==> config.mk <==
export PLATFORM = sky130hd
export DESIGN_NAME = mole_scheduler
export DESIGN_NICKNAME = d
export VERILOG_FILES = /design/src/rtl/mole_pkg.sv /design/src/rtl/mole_scheduler_lfsr8.sv /design/src/rtl/mole_scheduler.sv
export SDC_FILE = /design/constraint.sdc
export NUM_CORES = 1
export LEC_CHECK = 0
export CAP_MARGIN = 20
export CORE_MARGIN = 2
export CORE_UTILIZATION = 55
export DETAILED_ROUTE_END_ITERATION = 8
export PLACE_DENSITY_LB_ADDON = 0.1
export SKIP_CTS_REPAIR_TIMING = 1
export SLEW_MARGIN = 5
export SYNTH_ARGS = -nofsm -noshare
export SYNTH_HDL_FRONTEND = slang
export SYNTH_SLANG_ARGS = --single-unit
==> constraint.sdc <==
create_clock -name master_clk -period 5.8 [get_ports master_clk]
set_input_delay 1.16 -clock master_clk [delete_from_list [all_inputs] [get_ports master_clk]]
set_output_delay 1.16 -clock master_clk [all_outputs]
set_load 0.01 [all_outputs]
==> src/rtl/mole_pkg.sv <==
// mole_pkg: shared types and constants for the whack-a-mole round sequencer.
//   state_t     - sequencer states (idle, gap between moles, mole up, game over)
//   LFSR_SEED   - reset value of the hole-selection LFSR
//   LFSR_TAPS   - feedback mask for x^8+x^6+x^5+x^4+1 (left-shifting Fibonacci form)
//   DEF_*       - default timing / game constants used as parameter defaults
package mole_pkg;

    typedef enum logic [1:0] {
        ST_IDLE,
        ST_GAP,
        ST_UP,
        ST_OVER
    } state_t;

    localparam logic [7:0] LFSR_SEED = 8'hA5;
    localparam logic [7:0] LFSR_TAPS = 8'hB8;

    localparam int DEF_NUM_HOLES     = 8;
    localparam int DEF_IDX_W         = 3;
    localparam int DEF_GAP_TICKS     = 300;
    localparam int DEF_DWELL_INIT    = 1000;
    localparam int DEF_DWELL_STEP    = 50;
    localparam int DEF_DWELL_MIN     = 200;
    localparam int DEF_LIVES         = 3;
    localparam int DEF_LEVEL_UP_HITS = 5;
    localparam int DEF_SCORE_W       = 8;

    // One step of the LFSR: shift left, feed the parity of the tapped bits into bit 0.
    function automatic logic [7:0] lfsr_next(input logic [7:0] q);
        return {q[6:0], ^(q & LFSR_TAPS)};
    endfunction

endpackage

==> src/rtl/mole_scheduler_lfsr8.sv <==
// lfsr8: 8-bit maximal-length Fibonacci LFSR used to pick the next hole.
//   master_clk - clock
//   rst_n      - async active-low reset, loads LFSR_SEED
//   en         - advance one step this cycle
//   state      - current LFSR contents (never all-zeros from a nonzero seed)
module lfsr8 import mole_pkg::*; (
    input  logic       master_clk,
    input  logic       rst_n,
    input  logic       en,
    output logic [7:0] state
);

    always_ff @(posedge master_clk or negedge rst_n) begin
        if (!rst_n)  state <= LFSR_SEED;
        else if (en) state <= lfsr_next(state);
    end

endmodule

==> src/rtl/mole_scheduler.sv <==
// mole_scheduler: round sequencer for the whack-a-mole game.
//   master_clk  - system clock          rst_n      - async active-low reset
//   tick        - 1-cycle timebase      start      - 1-cycle start/restart
//   btn_valid   - 1-cycle button press  btn_idx    - hole of the pressed button
//   mole_onehot - lit hole (0 = none)   score      - saturating hit count
//   lives_left  - remaining lives       level      - level, saturates at 15
//   game_over   - high in OVER          hit_pulse / miss_pulse - 1-cycle events
// All outputs are registered; each reacts on the edge after the qualifying input.
module mole_scheduler import mole_pkg::*; #(
    parameter int NUM_HOLES     = DEF_NUM_HOLES,
    parameter int IDX_W         = DEF_IDX_W,
    parameter int GAP_TICKS     = DEF_GAP_TICKS,
    parameter int DWELL_INIT    = DEF_DWELL_INIT,
    parameter int DWELL_STEP    = DEF_DWELL_STEP,
    parameter int DWELL_MIN     = DEF_DWELL_MIN,
    parameter int LIVES         = DEF_LIVES,
    parameter int LEVEL_UP_HITS = DEF_LEVEL_UP_HITS,
    parameter int SCORE_W       = DEF_SCORE_W
) (
    input  logic                 master_clk,
    input  logic                 rst_n,
    input  logic                 tick,
    input  logic                 start,
    input  logic                 btn_valid,
    input  logic [IDX_W-1:0]     btn_idx,
    output logic [NUM_HOLES-1:0] mole_onehot,
    output logic [SCORE_W-1:0]   score,
    output logic [1:0]           lives_left,
    output logic [3:0]           level,
    output logic                 game_over,
    output logic                 hit_pulse,
    output logic                 miss_pulse
);

    localparam logic [15:0]          GAP_W       = 16'(GAP_TICKS);
    localparam logic [15:0]          DWELL_INIT_W = 16'(DWELL_INIT);
    localparam logic [15:0]          DWELL_STEP_W = 16'(DWELL_STEP);
    localparam logic [15:0]          DWELL_MIN_W  = 16'(DWELL_MIN);
    // Below this the step would cross the floor, so clamp instead of subtracting.
    localparam logic [15:0]          DWELL_CLAMP = 16'(DWELL_MIN + DWELL_STEP);
    localparam logic [1:0]           LIVES_W     = 2'(LIVES);
    localparam logic [7:0]           HITS_LAST   = 8'(LEVEL_UP_HITS - 1);
    localparam logic [NUM_HOLES-1:0] ONE_HOT0    = NUM_HOLES'(1);

    state_t           state;
    logic [15:0]      timer;
    logic [15:0]      dwell;
    logic [7:0]       hit_cnt;
    logic [IDX_W-1:0] cur_idx;   // hole of the current / most recent mole
    logic [IDX_W-1:0] next_idx;
    logic [7:0]       lfsr_q;
    logic             timer_expire;
    logic             good_hit;
    logic             unused_lfsr_bits;

    // Free-running: the cycle at which a round starts depends on player timing.
    lfsr8 u_lfsr (
        .master_clk (master_clk),
        .rst_n      (rst_n),
        .en         (1'b1),
        .state      (lfsr_q)
    );

    assign unused_lfsr_bits = ^lfsr_q[7:IDX_W];

    // Never show the same hole twice in a row; the index wraps mod NUM_HOLES.
    always_comb begin
        next_idx = lfsr_q[IDX_W-1:0];
        if (next_idx == cur_idx) next_idx = next_idx + 1'b1;
    end

    assign timer_expire = tick && (timer == 16'd1);
    assign good_hit     = btn_valid && (btn_idx == cur_idx);

    always_ff @(posedge master_clk or negedge rst_n) begin
        if (!rst_n) begin
            state       <= ST_IDLE;
            timer       <= '0;
            dwell       <= DWELL_INIT_W;
            hit_cnt     <= '0;
            cur_idx     <= '0;
            mole_onehot <= '0;
            score       <= '0;
            lives_left  <= LIVES_W;
            level       <= '0;
            game_over   <= 1'b0;
            hit_pulse   <= 1'b0;
            miss_pulse  <= 1'b0;
        end else begin
            hit_pulse  <= 1'b0;
            miss_pulse <= 1'b0;

            case (state)
                // Both idle and game-over restart the same way; a tick in the
                // start cycle is not counted against the first gap.
                ST_IDLE, ST_OVER: begin
                    if (start) begin
                        score      <= '0;
                        level      <= '0;
                        hit_cnt    <= '0;
                        lives_left <= LIVES_W;
                        dwell      <= DWELL_INIT_W;
                        timer      <= GAP_W;
                        game_over  <= 1'b0;
                        state      <= ST_GAP;
                    end
                end

                ST_GAP: begin
                    if (timer_expire) begin
                        cur_idx     <= next_idx;
                        mole_onehot <= ONE_HOT0 << next_idx;
                        timer       <= dwell;
                        state       <= ST_UP;
                    end else if (tick) begin
                        timer <= timer - 16'd1;
                    end
                end

                ST_UP: begin
                    // A correct press beats an expiry tick in the same cycle.
                    if (good_hit) begin
                        hit_pulse   <= 1'b1;
                        mole_onehot <= '0;
                        timer       <= GAP_W;
                        state       <= ST_GAP;
                        if (score != '1) score <= score + 1'b1;
                        if (hit_cnt == HITS_LAST) begin
                            hit_cnt <= '0;
                            if (level != 4'hF) level <= level + 4'd1;
                            dwell <= (dwell < DWELL_CLAMP) ? DWELL_MIN_W
                                                           : dwell - DWELL_STEP_W;
                        end else begin
                            hit_cnt <= hit_cnt + 8'd1;
                        end
                    end else if (timer_expire) begin
                        miss_pulse  <= 1'b1;
                        mole_onehot <= '0;
                        lives_left  <= lives_left - 2'd1;
                        if (lives_left == 2'd1) begin
                            game_over <= 1'b1;
                            state     <= ST_OVER;
                        end else begin
                            timer <= GAP_W;
                            state <= ST_GAP;
                        end
                    end else if (tick) begin
                        timer <= timer - 16'd1;
                    end
                end

                default: state <= ST_IDLE;
            endcase
        end
    end

endmodule

==> out/qor.txt, run 1 <==
Worst Path Buf+Inv: 1
Post-DP HPWL: 7290 µm
CP endpoint kind: flip-flop
Initial Utilization: 56.8%
Max Cap Viol: 0
Crit path max-delay family: compound AO/OA/AOI/OAI gates
Primary FF master, synth: dfrtp_1
Final ANT Viol Nets: 0
Worst Path Required: 6.04 ns
largest family of logic cells by synthesized area: simple AND/OR/NAND/NOR gates
clock buffer depth: 2
CTS tree: yes
Avg Cell Area, Syn: 8.91 µm²
Top Ports: 33
layout cell share with drive strength beyond 1: 7.65%
WL per Instance: 17.0 µm
Worst-path clk slew: 0.08 ns
critical path type: in2reg
post-synthesis sequential area ratio: 44.0%
Register Area: 1940 µm²
Design Area, Final: 4980 µm²
Detailed Routing Iterations Pass 1: 5
diode count: 0
final hold vios: 0
first-pass GRT wire length: 17,800 µm
dpl cell area: 4780 µm²
detailed-route vias per instance: 6.24
RSZ-0062 raised after global routing: false
Net Count, Synth: 515
CTS root buf: clkbuf_8
R2R depth: 7
crit share post-route: 62.8%
FFs w/ async S/R, synth: 100%
CORE AREA: 7770 µm²
status: finished clean
fmax: 275 MHz
CP Launch Type: input port
DIE AREA: 8750 µm²
Synth Area in Adders: 3.40%
row count: 32
routed wire length: 10,600 µm
xor-xnor portion of the synthesized cell area: 4.96%
Synth Area in Compound Gates: 19.6%
critical path's slowest cell: o21ai_1
worst path cell trace: clkdlybuf4s50_1 > nor4bb_1 > nand4_1 > o21ai_1 > a21oi_1 > o211a_1
GRT Overall Usage: 25.8%
initial antenna violation count: 0
worst-skew pair later-pin latency: 0.35 ns
Layout area overhead: 12.8%
vias in the first global route: 3,677
Die Width: 93.6 µm
Hold Crit Depth: 0
H-tree depth: 3
final setup vio count: 0
remaining global-route overflow: 0
Period minus WS final: 3.64 ns
flops & latches, synth: 77
Post-synth EDFFs: 0
clock sink count: 77
worst clock skew: 0.00796 ns
Mapped Area: 4410 µm²
Pins Over Slew Limit: 0
Hold Path Sink: u_lfsr.state[7]
slew at the pin with the worst max-slew slack: 0.955 ns
setup slack, reg-to-reg: 2.88 ns
Syn Inst Count: 495
leakage: 2.04 nW
DR DRC count: 0
cts bufs inserted: 9
multi-input logic area: 2320 µm²
Layout Nets: 538
input/output buffers: 32
maximum vdd drop: 0.143 mV
pin count of the biggest net entering global routing: 78
post-synthesis mux area share: 0.454%
reg2reg end: timer[3]
crit-path max FO: 15
pwr/cell area: 317 nW/µm²
DRT iter0 DRCs: 338
Relative slew margins: 36.3%
hold crit path type: reg2reg
number of synthesis warnings: 0
Fillers: 692
Max stage delay on crit path: 0.73 ns
reg-to-reg startpoint: timer[1]
post-synth cell types: 59
via count: 3,903
die height: 93.6 µm
Post-Synth Simple-Gate Area: 24.2%
routability cong.: 0.905
Critical Path AT: 3.88 ns
HP Start: u_lfsr.state[6]
setup tns final: 0 ns
[synth_stat cells (13+ instances only)]
| cell type | n | area (µm²) |
|---|---|---|
| a21oi_1 | 25 | 125 |
| clkbuf_1 | 17 | 63.8 |
| dfrtp_1 | 65 | 1630 |
| inv_1 | 14 | 52.6 |
| nand2_1 | 58 | 218 |
| nand3_1 | 23 | 115 |
| nor2_1 | 47 | 176 |
| nor3_1 | 20 | 100 |
| o21ai_0 | 49 | 245 |
| xnor2_1 | 13 | 114 |
[state kept, by name, indices dropped and copies added (netlist names)]
name / flops
lives_left: 2
timer: 16
hit_pulse: 1
state: 2
cur_idx: 3
miss_pulse: 1
u_lfsr.state: 8
level: 4
mole_onehot: 8
score: 8
hit_cnt: 8
game_over: 1
dwell: 15
[cell usage in the layout, fill, tap and decap left out, types with 5 or more instances in the layout]
cell type	Yosys	final
dfrtp_1	65	65
nand2_1	58	58
o21ai_0	49	49
nor2_1	47	47
clkdlybuf4s50_1	0	31
a21oi_1	25	25
nand3_1	23	23
nor3_1	20	20
inv_1	14	14
xnor2_1	13	13
xor2_1	12	12
a22o_1	12	12
ha_1	12	12
dfstp_2	12	12
clkbuf_8	0	10
nand4_1	9	9
nor4_1	9	9
or4_1	8	8
o21ai_1	6	6
nand2b_1	5	5
or3_1	5	5
o31ai_1	5	5
[through the flow]
stage / instances / power, mW / hold WS (ns) / setup slack, ns / utilization [%]
floorplan: 495 / 1.02 / 0.333 / 3.24 / -
global placement: 609 / 1.15 / 0.345 / 2.00 / 61.5
detailed placement: 609 / 1.17 / 0.349 / 1.90 / 61.5
CTS: 625 / 1.58 / 0.383 / 2.26 / 64.1
global route: 625 / 1.67 / 0.395 / 2.04 / 64.1
finish: 625 / 1.58 / 0.378 / 2.16 / 64.1
[area by class of cell]
class | count | area share [%]
clock inverters | 5 | 1.18
multi-input cells | 382 | 46.7
well taps | 102 | 2.56
flip-flops and latches | 77 | 39.0
inverters | 14 | 1.06
repair buffers | 34 | 6.69
clock buffers | 11 | 2.84
[logic make-up after synthesis]
logic type	count (synthesis)
compound gates	134
xor+xnor	25
fa+ha+maj	12
buf+inv	36
flops	77
mux	2
simple gates	209
[where the power goes]
group	total, mW	leakage, nW	switching [mW]	internal [mW]
sequential	0.646	1.02	0.0643	0.582
clock	0.412	0.0959	0.201	0.211
combinational	0.521	0.928	0.356	0.166
total	1.58	2.04	0.621	0.959
[per-layer routing]
layer,wire length (µm),vias to the layer above,GRT usage (%)
li1,-,1859,-
met1,4810,1885,37.5
met2,4910,139,38.7
met3,734,20,5.08
met4,165,0,8.94
met5,0,-,0
[how the worst max path moves through the flow]
stage / startpoint / to / slack [ns] / depth (start not counted)
after detailed placement: tick / timer[5] / 1.90 / 6
after CTS: tick / timer[3] / 2.26 / 6
final: tick / timer[3] / 2.16 / 6
after global routing: tick / timer[3] / 2.04 / 6
after global placement: tick / timer[5] / 2.00 / 6
after floorplan: btn_idx[2] / timer[3] / 3.24 / 7
(Power assumes the default switching activity.)
==> run 2, diff against run 1 <==
--- a/config.mk
+++ b/config.mk
@@ -7,7 +7,7 @@
 export LEC_CHECK = 0
 export CAP_MARGIN = 20
 export CORE_MARGIN = 2
-export CORE_UTILIZATION = 55
+export CORE_UTILIZATION = 53
 export DETAILED_ROUTE_END_ITERATION = 8
 export PLACE_DENSITY_LB_ADDON = 0.1
 export SKIP_CTS_REPAIR_TIMING = 1
==> constraint.sdc (replaced) <==
create_clock -name master_clk -period 2.96 [get_ports master_clk]
set_input_delay 0.592 -clock master_clk [delete_from_list [all_inputs] [get_ports master_clk]]
set_output_delay 0.592 -clock master_clk [all_outputs]
set_load 0.01 [all_outputs]
==> run 2 against run 1 <==
  * Worst setup slack worse by 1.7 ns
  * Clock-buffer cell count is 2 lower
  * Largest cell class unchanged
  * Flip-flop and latch count stayed put
==> out/qor.txt, run 2 (synthesis gave the netlist of run 1 again) <==
WHS: 0.352 ns
top layer in use: met4
clock buffer depth: 2
status: finished clean
Top Ports: 33
RSZ-0062 raised after global routing: false
routability cong.: 0.883
WL per Instance: 16.8 µm
vias in the first global route: 3,662
Hold Path Sink: u_lfsr.state[7]
diode count: 0
pwr/cell area: 641 nW/µm²
Max Cap Viol: 0
CP endpoint kind: flip-flop
Layout area overhead: 16.4%
initial antenna violation count: 0
DR WL met3: 655 µm
Worst-path clk slew: 0.09 ns
slew at the pin with the worst max-slew slack: 0.951 ns
remaining global-route overflow: 0
CP most frequent cell: nand3_1
final setup vio count: 0
setup slack, reg-to-reg: 0.43 ns
max FFs per register: 16
clock sink count: 77
met1 WL: 4990 µm
R2R depth: 8
worst path cell trace: inv_1 > ha_1 > nor4b_1 > nand3_1 > o21ai_1 > nand2_1 > or4_1 > nand3_1
via count: 3,940
Final ANT Viol Nets: 0
Cell Count, Final, Fillers Out: 641
maximum vdd drop: 0.333 mV
most frequent cells in the layout: dfrtp_1, nand2_1, o21ai_0
worst clock skew: 0.0106 ns
cts bufs inserted: 9
detailed-route vias per instance: 6.15
most common cell after layout, fill and taps aside: dfrtp_1
Relative slew margins: 36.6%
leakage: 2.13 nW
Largest Register: timer
DR DRC count: 0
die height: 95.2 µm
CTS tree: yes
HP Start: u_lfsr.state[6]
pin count of the biggest net entering global routing: 78
row count: 33
DIE AREA: 9070 µm²
routed wire length: 10,800 µm
first-pass GRT wire length: 17,600 µm
Critical Path AT: 2.83 ns
Initial Utilization: 54.2%
reg2reg end: dwell[13]
input/output buffers: 32
Detailed Routing Iterations Pass 1: 5
setup tns final: 0 ns
CP Launch Type: flip-flop
worst-skew pair later-pin latency: 0.36 ns
top flop regs: timer (16), dwell (15)
layout cell share with drive strength beyond 1: 10.1%
Die Width: 95.2 µm
Fillers: 670
Layout Nets: 551
hold crit path type: reg2reg
Pins Over Slew Limit: 0
reg-to-reg startpoint: hit_cnt[0]
crit-path max FO: 9
wire length on met2: 4880 µm
fmax: 395 MHz
CTS root buf: clkbuf_8
critical path's slowest cell: or4_1
GRT Overall Usage: 25.1%
Worst Path Required: 3.25 ns
Crit path max-delay family: simple AND/OR/NAND/NOR gates
final hold vios: 0
DRT iter0 DRCs: 310
CORE AREA: 8130 µm²
Max stage delay on crit path: 0.57 ns
critical path type: reg2reg
H-tree depth: 3
Worst Path Buf+Inv: 1
DP Cell Count: 625
crit share post-route: 85.5%
Post-DP HPWL: 7440 µm
Period minus WS final: 2.53 ns
Hold Crit Depth: 0
==> run 2: changes by cell type in the layout (fill, tap and decap cells not counted), sizes merged <==
cell	before	now
clkinv	1	0
bufinv	1	2
clkinvlp	2	1
clkbuf	11	9
buf	3	16
inv	15	18
==> run 2: through the flow <==
step                setup slack (ns)  power, mW  util [%]  area [µm²]
floorplan                      0.766       2.00         -        4410
global placement               0.203       2.34      60.3        4900
detailed placement             0.167       2.36      60.3        4900
CTS                            0.466       3.30      63.1        5130
global route                   0.216       3.50      63.1        5130
finish                         0.428       3.29      63.1        5130
==> run 2: routing by layer <==
metal  GRT usage, %  up-vias
met4           10.3        0
li1               -     1887
met3           4.66       31
met1           35.6     1876
met5              0        -
met2           37.8      146
==> run 2: area by class of cell <==
class	count	area, µm²	share of cell area (%)
multi-input cells	382	2320	45.3
flip-flops and latches	77	1940	37.8
repair buffers	47	455	8.87
well taps	105	131	2.56
clock buffers	9	124	2.41
clock inverters	7	105	2.05
inverters	14	52.6	1.02
==> run 2: worst max path at each step <==
stage,startpoint,endpoint,cells after the start
detailed placement,tick,timer[10],7
floorplan,dwell[1],dwell[13],8
CTS,hit_cnt[0],dwell[13],8
global route,hit_cnt[0],dwell[2],9
global placement,tick,timer[4],6
finish,hit_cnt[0],dwell[13],8
==> run 2: power by group <==
group	switching [mW]	total, mW	internal [mW]	leakage [nW]
sequential	0.125	1.26	1.14	1.02
combinational	0.707	1.10	0.394	1.00
clock	0.436	0.926	0.490	0.113
total	1.27	3.29	2.02	2.13
